===== src/rtl/pe_array_id_loader_pkg.sv =====
// rtl/pe_array_id_loader_pkg.sv - shared FSM state, network codes and unused-ID markers for the ID loader
package pe_array_id_loader_pkg;

    typedef enum logic [1:0] {
        S_IDLE   = 2'd0,
        S_SEND_Y = 2'd1,
        S_SEND_X = 2'd2,
        S_DONE   = 2'd3
    } state_t;

    localparam logic [1:0] NET_FILTER = 2'd0;
    localparam logic [1:0] NET_IFMAP  = 2'd1;
    localparam logic [1:0] NET_IPSUM  = 2'd2;
    localparam logic [1:0] NET_OPSUM  = 2'd3;

    // Same never-match encodings the ID generator emits for unused controllers.
    localparam logic [4:0] XID_UNUSED = 5'h1F;
    localparam logic [2:0] YID_UNUSED = 3'h7;

endpackage


===== src/rtl/pe_array_id_loader_if.sv =====
// rtl/pe_array_id_loader_if.sv - valid/ready config bus into the per-PE and per-row multicast controllers
interface pe_array_id_loader_if #(
    parameter int XID_W = 5
);
    logic             cfg_valid;
    logic             cfg_ready;
    logic [1:0]       cfg_net;
    logic             cfg_is_y;
    logic [2:0]       cfg_row;
    logic [3:0]       cfg_col;
    logic [XID_W-1:0] cfg_id;

    modport master (
        output cfg_valid, cfg_net, cfg_is_y, cfg_row, cfg_col, cfg_id,
        input  cfg_ready
    );

    modport slave (
        input  cfg_valid, cfg_net, cfg_is_y, cfg_row, cfg_col, cfg_id,
        output cfg_ready
    );
endinterface


===== src/rtl/pe_array_id_loader_id_scan_counter.sv =====
// rtl/pe_array_id_loader_id_scan_counter.sv - net/row/col walk over the ID snapshot; ID_LOADER_SKIP_UNUSED_EN adds next-used search
module id_scan_counter
    import pe_array_id_loader_pkg::*;
#(
    parameter int NUM_ROWS = 6,
    parameter int NUM_COLS = 8
) (
    input  logic       clk,
    input  logic       rst,
    input  logic       load,
    input  logic       step,
`ifdef ID_LOADER_SKIP_UNUSED_EN
    input  logic [4*(NUM_ROWS+NUM_ROWS*NUM_COLS)-1:0] used,
`endif
    output logic [1:0] net,
    output logic       is_y,
    output logic [2:0] row,
    output logic [3:0] col,
    output logic       nxt_live,
    output logic       nxt_is_y
);

    logic [1:0] net_q, net_d;
    logic       is_y_q, is_y_d;
    logic [2:0] row_q, row_d;
    logic [3:0] col_q, col_d;

`ifdef ID_LOADER_SKIP_UNUSED_EN
    localparam int STRIDE = NUM_ROWS + NUM_ROWS * NUM_COLS;

    int   cand;
    logic found;

    // Entries are ordered per network as Y rows then X row-major; search from the
    // successor of the current entry so the next presented entry is always a used one.
    always_comb begin
        net_d  = net_q;
        is_y_d = is_y_q;
        row_d  = row_q;
        col_d  = col_q;
        found  = 1'b0;
        cand   = load ? 0
               : int'(net_q) * STRIDE
                 + (is_y_q ? int'(row_q) : NUM_ROWS + int'(row_q) * NUM_COLS + int'(col_q)) + 1;
        if (load || step) begin
            for (int s = 0; s < 4 * STRIDE; s++) begin
                if (!found && s >= cand && used[s]) begin
                    found = 1'b1;
                    net_d = 2'(s / STRIDE);
                    if ((s % STRIDE) < NUM_ROWS) begin
                        is_y_d = 1'b1;
                        row_d  = 3'(s % STRIDE);
                        col_d  = 4'd0;
                    end else begin
                        is_y_d = 1'b0;
                        row_d  = 3'(((s % STRIDE) - NUM_ROWS) / NUM_COLS);
                        col_d  = 4'(((s % STRIDE) - NUM_ROWS) % NUM_COLS);
                    end
                end
            end
        end
        nxt_live = found;
    end
`else
    localparam logic [2:0] ROW_LAST = 3'(NUM_ROWS - 1);
    localparam logic [3:0] COL_LAST = 4'(NUM_COLS - 1);

    always_comb begin
        net_d    = net_q;
        is_y_d   = is_y_q;
        row_d    = row_q;
        col_d    = col_q;
        nxt_live = 1'b1;
        if (load) begin
            net_d  = NET_FILTER;
            is_y_d = 1'b1;
            row_d  = 3'd0;
            col_d  = 4'd0;
        end else if (step) begin
            if (is_y_q) begin
                if (row_q == ROW_LAST) begin
                    is_y_d = 1'b0;
                    row_d  = 3'd0;
                    col_d  = 4'd0;
                end else begin
                    row_d = row_q + 3'd1;
                end
            end else if (col_q != COL_LAST) begin
                col_d = col_q + 4'd1;
            end else begin
                col_d = 4'd0;
                if (row_q != ROW_LAST) begin
                    row_d = row_q + 3'd1;
                end else if (net_q == NET_OPSUM) begin
                    nxt_live = 1'b0;
                end else begin
                    net_d  = net_q + 2'd1;
                    is_y_d = 1'b1;
                    row_d  = 3'd0;
                end
            end
        end
    end
`endif

    always_ff @(posedge clk) begin
        if (rst) begin
            net_q  <= '0;
            is_y_q <= 1'b0;
            row_q  <= '0;
            col_q  <= '0;
        end else begin
            net_q  <= net_d;
            is_y_q <= is_y_d;
            row_q  <= row_d;
            col_q  <= col_d;
        end
    end

    assign net      = net_q;
    assign is_y     = is_y_q;
    assign row      = row_q;
    assign col      = col_q;
    assign nxt_is_y = is_y_d;

endmodule


===== src/rtl/pe_array_id_loader.sv =====
// rtl/pe_array_id_loader.sv - snapshots generated PE-array IDs and streams them over the config bus; ID_LOADER_SKIP_UNUSED_EN skips unused IDs
module pe_array_id_loader
    import pe_array_id_loader_pkg::*;
#(
    parameter int NUM_ROWS = 6,
    parameter int NUM_COLS = 8,
    parameter int XID_W    = 5,
    parameter int YID_W    = 3
) (
    input  logic                             clk,
    input  logic                             rst,
    input  logic                             start,
    input  logic                             abort,
    input  logic [NUM_ROWS*NUM_COLS*XID_W-1:0] filter_xid_flat,
    input  logic [NUM_ROWS*YID_W-1:0]          filter_yid_flat,
    input  logic [NUM_ROWS*NUM_COLS*XID_W-1:0] ifmap_xid_flat,
    input  logic [NUM_ROWS*YID_W-1:0]          ifmap_yid_flat,
    input  logic [NUM_ROWS*NUM_COLS*XID_W-1:0] ipsum_xid_flat,
    input  logic [NUM_ROWS*YID_W-1:0]          ipsum_yid_flat,
    input  logic [NUM_ROWS*NUM_COLS*XID_W-1:0] opsum_xid_flat,
    input  logic [NUM_ROWS*YID_W-1:0]          opsum_yid_flat,
    pe_array_id_loader_if.master             cfg,
    output logic                             busy,
    output logic                             done
);

    localparam int NX = NUM_ROWS * NUM_COLS;

    state_t state_q, state_d;
    logic [3:0][NX*XID_W-1:0]       snap_x_q, snap_x_d, in_x;
    logic [3:0][NUM_ROWS*YID_W-1:0] snap_y_q, snap_y_d, in_y;

    logic       sending, hs, load;
    logic [1:0] net;
    logic       is_y, nxt_live, nxt_is_y;
    logic [2:0] row;
    logic [3:0] col;

    assign in_x = {opsum_xid_flat, ipsum_xid_flat, ifmap_xid_flat, filter_xid_flat};
    assign in_y = {opsum_yid_flat, ipsum_yid_flat, ifmap_yid_flat, filter_yid_flat};

    assign sending = (state_q == S_SEND_Y) || (state_q == S_SEND_X);
    assign hs      = sending && cfg.cfg_ready;
    assign load    = (state_q == S_IDLE) && start && !abort;

`ifdef ID_LOADER_SKIP_UNUSED_EN
    localparam int STRIDE = NUM_ROWS + NX;

    logic [3:0][NX*XID_W-1:0]       scan_x;
    logic [3:0][NUM_ROWS*YID_W-1:0] scan_y;
    logic [4*STRIDE-1:0]            used;

    // At start the snapshot is not loaded yet, so the first search looks at the live inputs.
    always_comb begin
        scan_x = (state_q == S_IDLE) ? in_x : snap_x_q;
        scan_y = (state_q == S_IDLE) ? in_y : snap_y_q;
        used   = '0;
        for (int n = 0; n < 4; n++) begin
            for (int r = 0; r < NUM_ROWS; r++)
                used[n*STRIDE + r] = (scan_y[n][r*YID_W +: YID_W] != YID_UNUSED);
            for (int i = 0; i < NX; i++)
                used[n*STRIDE + NUM_ROWS + i] = (scan_x[n][i*XID_W +: XID_W] != XID_UNUSED);
        end
    end
`endif

    id_scan_counter #(
        .NUM_ROWS (NUM_ROWS),
        .NUM_COLS (NUM_COLS)
    ) u_scan (
        .clk      (clk),
        .rst      (rst),
        .load     (load),
        .step     (hs),
`ifdef ID_LOADER_SKIP_UNUSED_EN
        .used     (used),
`endif
        .net      (net),
        .is_y     (is_y),
        .row      (row),
        .col      (col),
        .nxt_live (nxt_live),
        .nxt_is_y (nxt_is_y)
    );

    always_comb begin
        snap_x_d = load ? in_x : snap_x_q;
        snap_y_d = load ? in_y : snap_y_q;
    end

    always_ff @(posedge clk) begin
        if (rst) begin
            state_q  <= S_IDLE;
            snap_x_q <= '0;
            snap_y_q <= '0;
        end else begin
            state_q  <= state_d;
            snap_x_q <= snap_x_d;
            snap_y_q <= snap_y_d;
        end
    end

    // A handshake coinciding with abort still advances the counter; abort only forces IDLE.
    always_comb begin
        state_d = state_q;
        case (state_q)
            S_IDLE: begin
                if (load)
                    state_d = nxt_live ? (nxt_is_y ? S_SEND_Y : S_SEND_X) : S_DONE;
            end
            S_SEND_Y, S_SEND_X: begin
                if (abort)
                    state_d = S_IDLE;
                else if (hs)
                    state_d = nxt_live ? (nxt_is_y ? S_SEND_Y : S_SEND_X) : S_DONE;
            end
            S_DONE:  state_d = S_IDLE;
            default: state_d = S_IDLE;
        endcase
    end

    always_comb begin
        cfg.cfg_valid = sending;
        cfg.cfg_net   = '0;
        cfg.cfg_is_y  = 1'b0;
        cfg.cfg_row   = '0;
        cfg.cfg_col   = '0;
        cfg.cfg_id    = '0;
        busy          = sending;
        done          = (state_q == S_DONE);
        if (sending) begin
            cfg.cfg_net  = net;
            cfg.cfg_is_y = is_y;
            cfg.cfg_row  = row;
            if (is_y) begin
                cfg.cfg_id = {{(XID_W-YID_W){1'b0}}, snap_y_q[net][int'(row)*YID_W +: YID_W]};
            end else begin
                cfg.cfg_col = col;
                cfg.cfg_id  = snap_x_q[net][(int'(row)*NUM_COLS + int'(col))*XID_W +: XID_W];
            end
        end
    end

endmodule


===== src/flat_wrapper.sv =====
// flat-port wrapper written by rule: the top's interface ports become plain ports
module pe_array_id_loader_flat import pe_array_id_loader_pkg::*;
#(
    parameter int NUM_ROWS = 6,
    parameter int NUM_COLS = 8,
    parameter int XID_W    = 5,
    parameter int YID_W    = 3
)
  (clk, rst, start, abort, filter_xid_flat, filter_yid_flat, ifmap_xid_flat, ifmap_yid_flat, ipsum_xid_flat, ipsum_yid_flat, opsum_xid_flat, opsum_yid_flat, busy, done, cfg_cfg_valid, cfg_cfg_net, cfg_cfg_is_y, cfg_cfg_row, cfg_cfg_col, cfg_cfg_id, cfg_cfg_ready);
  pe_array_id_loader_if #(.XID_W(XID_W)) cfg_i ();
  input  logic clk;
  input  logic rst;
  input  logic start;
  input  logic abort;
  input  logic [NUM_ROWS*NUM_COLS*XID_W-1:0] filter_xid_flat;
  input  logic [NUM_ROWS*YID_W-1:0] filter_yid_flat;
  input  logic [NUM_ROWS*NUM_COLS*XID_W-1:0] ifmap_xid_flat;
  input  logic [NUM_ROWS*YID_W-1:0] ifmap_yid_flat;
  input  logic [NUM_ROWS*NUM_COLS*XID_W-1:0] ipsum_xid_flat;
  input  logic [NUM_ROWS*YID_W-1:0] ipsum_yid_flat;
  input  logic [NUM_ROWS*NUM_COLS*XID_W-1:0] opsum_xid_flat;
  input  logic [NUM_ROWS*YID_W-1:0] opsum_yid_flat;
  output logic busy;
  output logic done;
  output wire logic [$bits(cfg_i.cfg_valid)-1:0] cfg_cfg_valid;
  output wire logic [$bits(cfg_i.cfg_net)-1:0] cfg_cfg_net;
  output wire logic [$bits(cfg_i.cfg_is_y)-1:0] cfg_cfg_is_y;
  output wire logic [$bits(cfg_i.cfg_row)-1:0] cfg_cfg_row;
  output wire logic [$bits(cfg_i.cfg_col)-1:0] cfg_cfg_col;
  output wire logic [$bits(cfg_i.cfg_id)-1:0] cfg_cfg_id;
  input wire logic [$bits(cfg_i.cfg_ready)-1:0] cfg_cfg_ready;
  assign cfg_cfg_valid = cfg_i.cfg_valid;
  assign cfg_cfg_net = cfg_i.cfg_net;
  assign cfg_cfg_is_y = cfg_i.cfg_is_y;
  assign cfg_cfg_row = cfg_i.cfg_row;
  assign cfg_cfg_col = cfg_i.cfg_col;
  assign cfg_cfg_id = cfg_i.cfg_id;
  assign cfg_i.cfg_ready = cfg_cfg_ready;
  pe_array_id_loader #(.NUM_ROWS(NUM_ROWS), .NUM_COLS(NUM_COLS), .XID_W(XID_W), .YID_W(YID_W)) u_core (.clk(clk), .rst(rst), .start(start), .abort(abort), .filter_xid_flat(filter_xid_flat), .filter_yid_flat(filter_yid_flat), .ifmap_xid_flat(ifmap_xid_flat), .ifmap_yid_flat(ifmap_yid_flat), .ipsum_xid_flat(ipsum_xid_flat), .ipsum_yid_flat(ipsum_yid_flat), .opsum_xid_flat(opsum_xid_flat), .opsum_yid_flat(opsum_yid_flat), .cfg(cfg_i), .busy(busy), .done(done));
endmodule

===== config.mk =====
export PLATFORM = sky130hd
export DESIGN_NAME = pe_array_id_loader_flat
export DESIGN_NICKNAME = d
export VERILOG_FILES = /design/src/rtl/pe_array_id_loader_pkg.sv /design/src/rtl/pe_array_id_loader_if.sv /design/src/rtl/pe_array_id_loader_id_scan_counter.sv /design/src/rtl/pe_array_id_loader.sv /design/src/flat_wrapper.sv
export SDC_FILE = /design/constraint.sdc
export NUM_CORES = 2
export LEC_CHECK = 0
export BUFFER_PORTS_ARGS = -buffer_cell sky130_fd_sc_hd__buf_2
export CAP_MARGIN = 20
export CORE_AREA = 2 2 405 407
export CTS_CLUSTER_SIZE = 12
export DETAILED_ROUTE_END_ITERATION = 8
export DIE_AREA = 0 0 407 409
export PLACE_DENSITY_LB_ADDON = 0.25
export SYNTH_ARGS = -nofsm -noshare
export SYNTH_HDL_FRONTEND = slang
export SYNTH_SLANG_ARGS = --single-unit

===== constraint.sdc =====
create_clock -name clk -period 13 [get_ports clk]
set_input_delay 2.6 -clock clk [delete_from_list [all_inputs] [get_ports clk]]
set_output_delay 2.6 -clock clk [all_outputs]
set_load 0.05 [all_outputs]

* Word-level counts from Yosys, hierarchy flattened *
Cells that the tools add are included.

word-level totals
  logic and storage cells = 87
  input port bits = 1,037
  register bits after elaboration = 1,044

cells by class
  equal/unequal tests = 12
  multiply operators = 2
  bitwise gates (word level) = 4
  order comparisons = 1
  shift operators = 2
  $add $sub $neg = 4
  multiplexer cells = 37
  reductions and logical operators = 12

operators with widths
  cell                                                                      number
  240-bit binary-select mux with 2-bit select                               1
  240-bit 2-to-1 mux                                                        1
  240-bit by 32-bit variable part select with 5-bit output                  1
  18-bit binary-select mux with 2-bit select                                1
  32-bit by 4-bit multiplier with 32-bit output (second input constant)     1
  18-bit by 32-bit variable part select with 3-bit output                   1
  4-bit 2-to-1 mux                                                          5
  18-bit 2-to-1 mux                                                         1
  3-bit 2-to-1 mux                                                          6
  1-bit 2-to-1 mux                                                          13
  2-bit 2-to-1 mux                                                          6
  5-bit 2-to-1 mux                                                          2
  6-bit by 4-bit adder with 7-bit output                                    1
  2-bit equality test (second input constant)                               3
  3-bit inequality test (second input constant)                             2
  2-bit case mux with 3 select lines                                        1
  3-bit by 2-bit multiplier with 5-bit output (second input constant)       1
  5-bit AND reduction                                                       1
  4-bit by 1-bit adder with 4-bit output (second input constant)            1
  2-bit by 1-bit inequality test with 1-bit output (second input constant)  2
  4-bit by 3-bit inequality test with 1-bit output (second input constant)  1
  1-bit NOT                                                                 4
  2-bit AND reduction                                                       2
  2-bit OR reduction                                                        2
  12 further kinds                                                          14

* Longest topological paths before layout *
  word-level depth = 12
  mapped depth = 16
  depth with buffers taken out = 14

* Cells and area by module *
A second synthesis with hierarchy kept.

second synthesis, totals
  cell total of the unflattened synthesis = 5,305
  area, all modules = 44,306.2 µm²

modules (own cells, without submodules)
  module              instances  seq. area each (µm²)  cells an instance  area each (µm²)
  pe_array_id_loader  1          20,699.9              5,236              43,708.2
  id_scan_counter     1          200.2                 69                 598.1

* Least setup slack after synthesis *
No wires, ideal clock.

  path type = reg2out
  start point = register u_core.u_scan.col_q[3] (netlist: u_core.u_scan.col[3])
  end point = output cfg_cfg_id[4]
  arrival time = 4.351 ns
  data required time = 10.400 ns
  path buffers = 3
  setup slack = 6.049 ns
  cell stages (with the launch flop) = 17
  cell sequence = dfxtp_1 > ha_1 > and3_1 > buf_2 > ha_1 > ha_1 > o21a_1 > a21boi_2 > o21ai_2 > clkbuf_8 > clkbuf_1 > nand2_1 > o21ai_0 > a21oi_1 > o211a_1 > a31o_1 > o32ai_1

on the way
  cells in the longest elaborated chain, start to end = 5

ends and longest elaborated chain
  item                                                      line                                       RTL
  from (decl)                                               pe_array_id_loader_id_scan_counter.sv:26   logic [3:0] col_q, col_d;
  from (signal assigned)                                    pe_array_id_loader_id_scan_counter.sv:116  col_q <= col_d;
  6-bit by 4-bit adder with 7-bit output                    pe_array_id_loader.sv:139                  cfg.cfg_id = snap_x_q[net][(int'(row)*NUM_COLS + int'(col))*XID_W +: XID_W];
  32-bit by 4-bit multiplier with 32-bit output             pe_array_id_loader.sv:139
  240-bit by 32-bit variable part select with 5-bit output  pe_array_id_loader.sv:139
  5-bit 2-to-1 mux                                          pe_array_id_loader.sv:135                  if (is_y) begin
  5-bit 2-to-1 mux                                          pe_array_id_loader.sv:131                  if (sending) begin
  to (decl)                                                 flat_wrapper.sv:30                         output wire logic [$bits(cfg_i.cfg_id)-1:0] cfg_cfg_id;

Every way passes these cells.

* Worst setup path in the final report *
  start point = register u_core.u_scan.row_q[0] (netlist: u_core.u_scan.row[0])
  end point = output cfg_cfg_id[4]

on the way
  cells in the longest elaborated chain, start to end = 5

ends and longest elaborated chain
  item                                                      line                                       RTL
  from (decl)                                               pe_array_id_loader_id_scan_counter.sv:25   logic [2:0] row_q, row_d;
  from (signal assigned)                                    pe_array_id_loader_id_scan_counter.sv:115  row_q <= row_d;
  6-bit by 4-bit adder with 7-bit output                    pe_array_id_loader.sv:139
  32-bit by 4-bit multiplier with 32-bit output             pe_array_id_loader.sv:139
  240-bit by 32-bit variable part select with 5-bit output  pe_array_id_loader.sv:139
  5-bit 2-to-1 mux                                          pe_array_id_loader.sv:135
  5-bit 2-to-1 mux                                          pe_array_id_loader.sv:131

Every way passes these cells.

==> results.md <==
- Among all cell types in the netlist, the one instantiated most often is sky130_fd_sc_hd__nand2_1.
- Yosys mapped a number of flops with a built-in enable equal to 0.
- Counting flops with an async set or reset pin after synthesis yields a share of 0.
- The category of cells accounting for the largest share of critical-path delay is compound AO/OA/AOI/OAI gates.
- The worst setup path is of the flip-flop to primary output kind.
- In this run the number of cells on the critical path is 15.
- Buffers placed on the I/O ports in this run total 1,054.
- The data arrival time of the critical path is 7.33 ns.
- The TritonCTS clock tree is done.
- The cell area after placement is roughly 0.062 mm².
- The most critical setup path has its endpoint at cfg_cfg_id[4].
- For the worst flop-to-flop path, the logic depth is 8.
- VDD sags by at most 118 µV.
- The fraction of layout cells with a size suffix above 1 is 0.230.
- By area, the combinational part of the netlist is dominated by multiplexers.
- Setup violations remaining at the end of the flow were counted as 0.
- The root cell of the clock tree is sky130_fd_sc_hd__clkbuf_16.
- The synthesized design contains approximately 1,000 register bits.
- After synthesis, the cell types taking the most area are sky130_fd_sc_hd__dfxtp_1, sky130_fd_sc_hd__nand2_1, sky130_fd_sc_hd__mux4_2, sky130_fd_sc_hd__a21oi_1, sky130_fd_sc_hd__mux2i_1.
- The total power density per cell area is approximately 140 mW/mm².
- Max-cap violations in this run came to 0.
- The worst slew margin relative to its limit is 0.136.
- The capture point of the worst reg-to-reg path is u_core.snap_x_q[127].
- The final count of hold timing violations is 0.
- In this run the post-CTS setup repair buffer count came out at 0.
- The number of nets in the layout is between 8,000 and 9,000.
- For this run, the top clock speed supported by timing is between 100 and 150 MHz.
- In this run the remaining antenna-violating nets after routing total 0.
- On the critical path, the stage with the largest delay is an instance of sky130_fd_sc_hd__a2111oi_1.
- The placeable core region is 0.162 mm².
- The DRC violation count after routing is 0.
- The clock insertion delay at the later pin of the skew report is 0.76 ns.
- STA classifies the critical path endpoint as a primary output.
- The reported leakage power is 24.1 nW.
- The final number of max-transition violations is 0.
- The post-synthesis sequential area ratio is 0.369.
- In this run the core area contains about 150 standard-cell rows.
- The synthesized design spends more area on one cell type than any other, namely sky130_fd_sc_hd__dfxtp_1.
- The flip-flop cell with the highest count after synthesis is sky130_fd_sc_hd__dfxtp_1.
- 1,055 I/O pins were placed.
- The half-perimeter wire length after detailed placement is approximately 190 mm.
- In this run, post-CTS hold repair placed 0 buffers.
- The area growth from synthesis to layout is 16.9%.
- In the synthesized netlist, the cells that appear most often are sky130_fd_sc_hd__nand2_1, sky130_fd_sc_hd__a21oi_1, sky130_fd_sc_hd__dfxtp_1.
- The number of standard cells after synthesis is around 6,800.
- Setup repair after global routing left no endpoint under its margin.
- For this configuration, the core starts out at a cell density of 0.349.
- The iteration-0 DRC count of the detailed router is around 5,000.
- The deepest level of the CTS H-tree is 3.
- The post-synthesis instance area is about 0.057 mm².
- After clock tree synthesis, the clock-pin slew on the worst setup and hold paths is around 0.06 ns.
- The number of clock sinks is approximately 1,000.
- Across all register-to-register paths, the minimum setup slack is about 9.2 ns.
- Counting I/O delays and the setup requirement, the final critical path takes 9.93 ns.
- The longest clock path from root to sink contains 3 buffers.
- The die covers approximately 0.17 mm².
- Of the total synthesized cell area, the portion taken by AND, OR, NAND and NOR gates is 0.185.
- The combined buffer and inverter count along the critical path is 2.
- The number of global-route vias before repair is roughly 53,000.
- The final hold slack is approximately 0.45 ns.
- For this run, the slowest stage of the critical path takes ~0.75 ns.
- The post-synthesis mux area share is 0.212.
- Dividing the detail-routed wire length by the instance count gives 26.5 µm.
- The final-layout setup total negative slack is 0 ns.
- The first global-routing pass estimated approximately 360 mm of wire.
- Each instance of the synthesized netlist takes up on average roughly 8.4 µm².
- The pin count of the biggest net entering global routing is 205.
- The complex-gate fraction of the synthesized area is 0.168.
- The flow ran to the end, and the final reports show no timing, DRC or antenna violations.
- The overall routing resource usage is 0.296.
- The worst setup path startpoint is u_core.u_scan.row[0].
- The area share of the largest cell type after synthesis is 0.369.
- The startpoint of the lowest-slack register-to-register path is u_core.state_q[0].
- Of the total synthesized cell area, the portion taken by full adders, half adders and majority gates is 0.00411.
- The setup clock skew after layout is between 0.02 and 0.03 ns.
- Of all nets on the critical path, the largest fanout is just over 60.
- After global routing the overflow that remains totals 0.
- Measured along the x axis, the die boundary spans just over 400 µm.
- Wires add up to around 260 mm.
- The unique cell type count in the Yosys netlist is 91.
- The via density per instance is 5.69.
- The startpoint identified for the worst hold timing path is u_core.snap_x_q[514].
- The initial antenna violation count is 46.
- The number of buffers created by CTS is between 100 and 150.
- The y dimension of the die is around 410 µm.
- The critical path startpoint category is a flip-flop.
- The weighted congestion reported at the end of routability-driven placement is 0.942.
- The first detailed-routing pass ran for 6 iterations.
- For the worst setup path, the data required time is approximately 10 ns.
- The number of warnings printed during yosys synthesis is 0.
- The synthesized net count is 7,826.
- The transition time of the tightest slew-check pin is 1.30 ns.
- The post-route standard cell area excluding fillers is 0.0662 mm².
- The signal on the critical path passes through ha_1 > and3_1 > ha_1 > ha_1 > o21a_1 > a21boi_2 > o21ai_4 > buf_4 > nand2_2 > o221ai_1 > o21ai_0 > a2111oi_1 > o21bai_1 > o32ai_1 > buf_2.
- Dividing the final minimum period by the clock period gives 0.764.
- The fraction of synthesized cell area in xor and xnor cells is 0.000928.
- Across all layers, the routed design uses around 55,000 vias.
- Gates resized during post-CTS repair numbered 0.
- The cell that appears most often on the critical path is sky130_fd_sc_hd__ha_1.
- The class of the most critical hold timing path is flip-flop to flip-flop.
==> registers in the layout, indices dropped and copies added, names as in the netlist <==
register / count
u_core.u_scan.is_y: 1
u_core.u_scan.col: 4
u_core.u_scan.row: 3
u_core.snap_y_q: 72
u_core.state_q: 2
u_core.snap_x_q: 960
u_core.u_scan.net: 2
==> cells by family (layout without fill, tap and decap cells) <==
group / count (synthesis) / count (layout)
fa+ha+maj: 18 / 18
buf+inv: 621 / 1344
mux: 738 / 738
simple gates: 2700 / 2700
other cells: 0 / 32
flops: 1044 / 1044
compound gates: 1644 / 1644
xor+xnor: 6 / 6
==> layout by cell type (no fill, tap or decap), types with 56 or more instances in the layout <==
master	count
sky130_fd_sc_hd__clkbuf_16	115
sky130_fd_sc_hd__buf_2	1053
sky130_fd_sc_hd__dfxtp_1	1040
sky130_fd_sc_hd__o21ai_0	99
sky130_fd_sc_hd__nand2_1	2328
sky130_fd_sc_hd__buf_4	56
sky130_fd_sc_hd__a21oi_1	1125
sky130_fd_sc_hd__mux2i_1	345
sky130_fd_sc_hd__a22oi_1	79
sky130_fd_sc_hd__a221oi_1	60
sky130_fd_sc_hd__mux4_2	306
sky130_fd_sc_hd__nor2_1	203
==> power by group <==
group	total [mW]	leakage [nW]	internal (mW)	switching, mW
sequential	3.69	8.52	3.46	0.230
clock	3.43	1.95	2.00	1.43
combinational	1.96	13.7	0.716	1.25
total	9.08	24.1	6.18	2.90
==> per-stage QoR <==
step | util | setup WS [ns] | power [mW] | std cells
after floorplan | - | 6.05 | 4.97 | 6771
after global placement | 0.384 | 4.08 | 5.68 | 9465
after detailed placement | 0.384 | 4.01 | 5.71 | 9465
after CTS | 0.408 | 3.16 | 9.13 | 9668
after global routing | 0.408 | 2.87 | 9.45 | 9697
final | 0.409 | 3.07 | 9.08 | 9701
==> layout make-up <==
class | count | area, µm²
tap | 2175 | 2720
multi-input combinational | 5106 | 32500
inverter | 16 | 70.1
clock inverter | 42 | 597
timing repair buffer | 1125 | 5990
antenna | 32 | 80.1
fill | 16700 | 95800
clock buffer | 161 | 3340
sequential | 1044 | 20900
==> worst min-delay path: stages, from the launching register on <==
cell	delay, ns
sky130_fd_sc_hd__dfxtp_1	0.30
sky130_fd_sc_hd__nand2_1	0.05
sky130_fd_sc_hd__a21oi_1	0.05
==> how the worst min path moves through the flow <==
stage,endpoint,slack [ns],depth (start not counted)
global placement,u_core.snap_x_q[417],0.44,2
floorplan,u_core.snap_x_q[274],0.43,2
CTS,u_core.snap_y_q[53],0.45,2
detailed placement,u_core.snap_y_q[53],0.45,2
finish,u_core.snap_x_q[514],0.45,2
global route,u_core.snap_x_q[349],0.47,2
==> layer usage <==
| metal | part of all wire | global-route usage | vias to the layer above |
|---|---|---|---|
| met5 | 0.00019 | 0 | - |
| li1 | - | - | 25100 |
| met1 | 0.42 | 0.388 | 27300 |
| met4 | 0.046 | 0.134 | 8 |
| met2 | 0.47 | 0.483 | 2289 |
| met3 | 0.066 | 0.0426 | 450 |
Power figures use the tool's default switching activity.
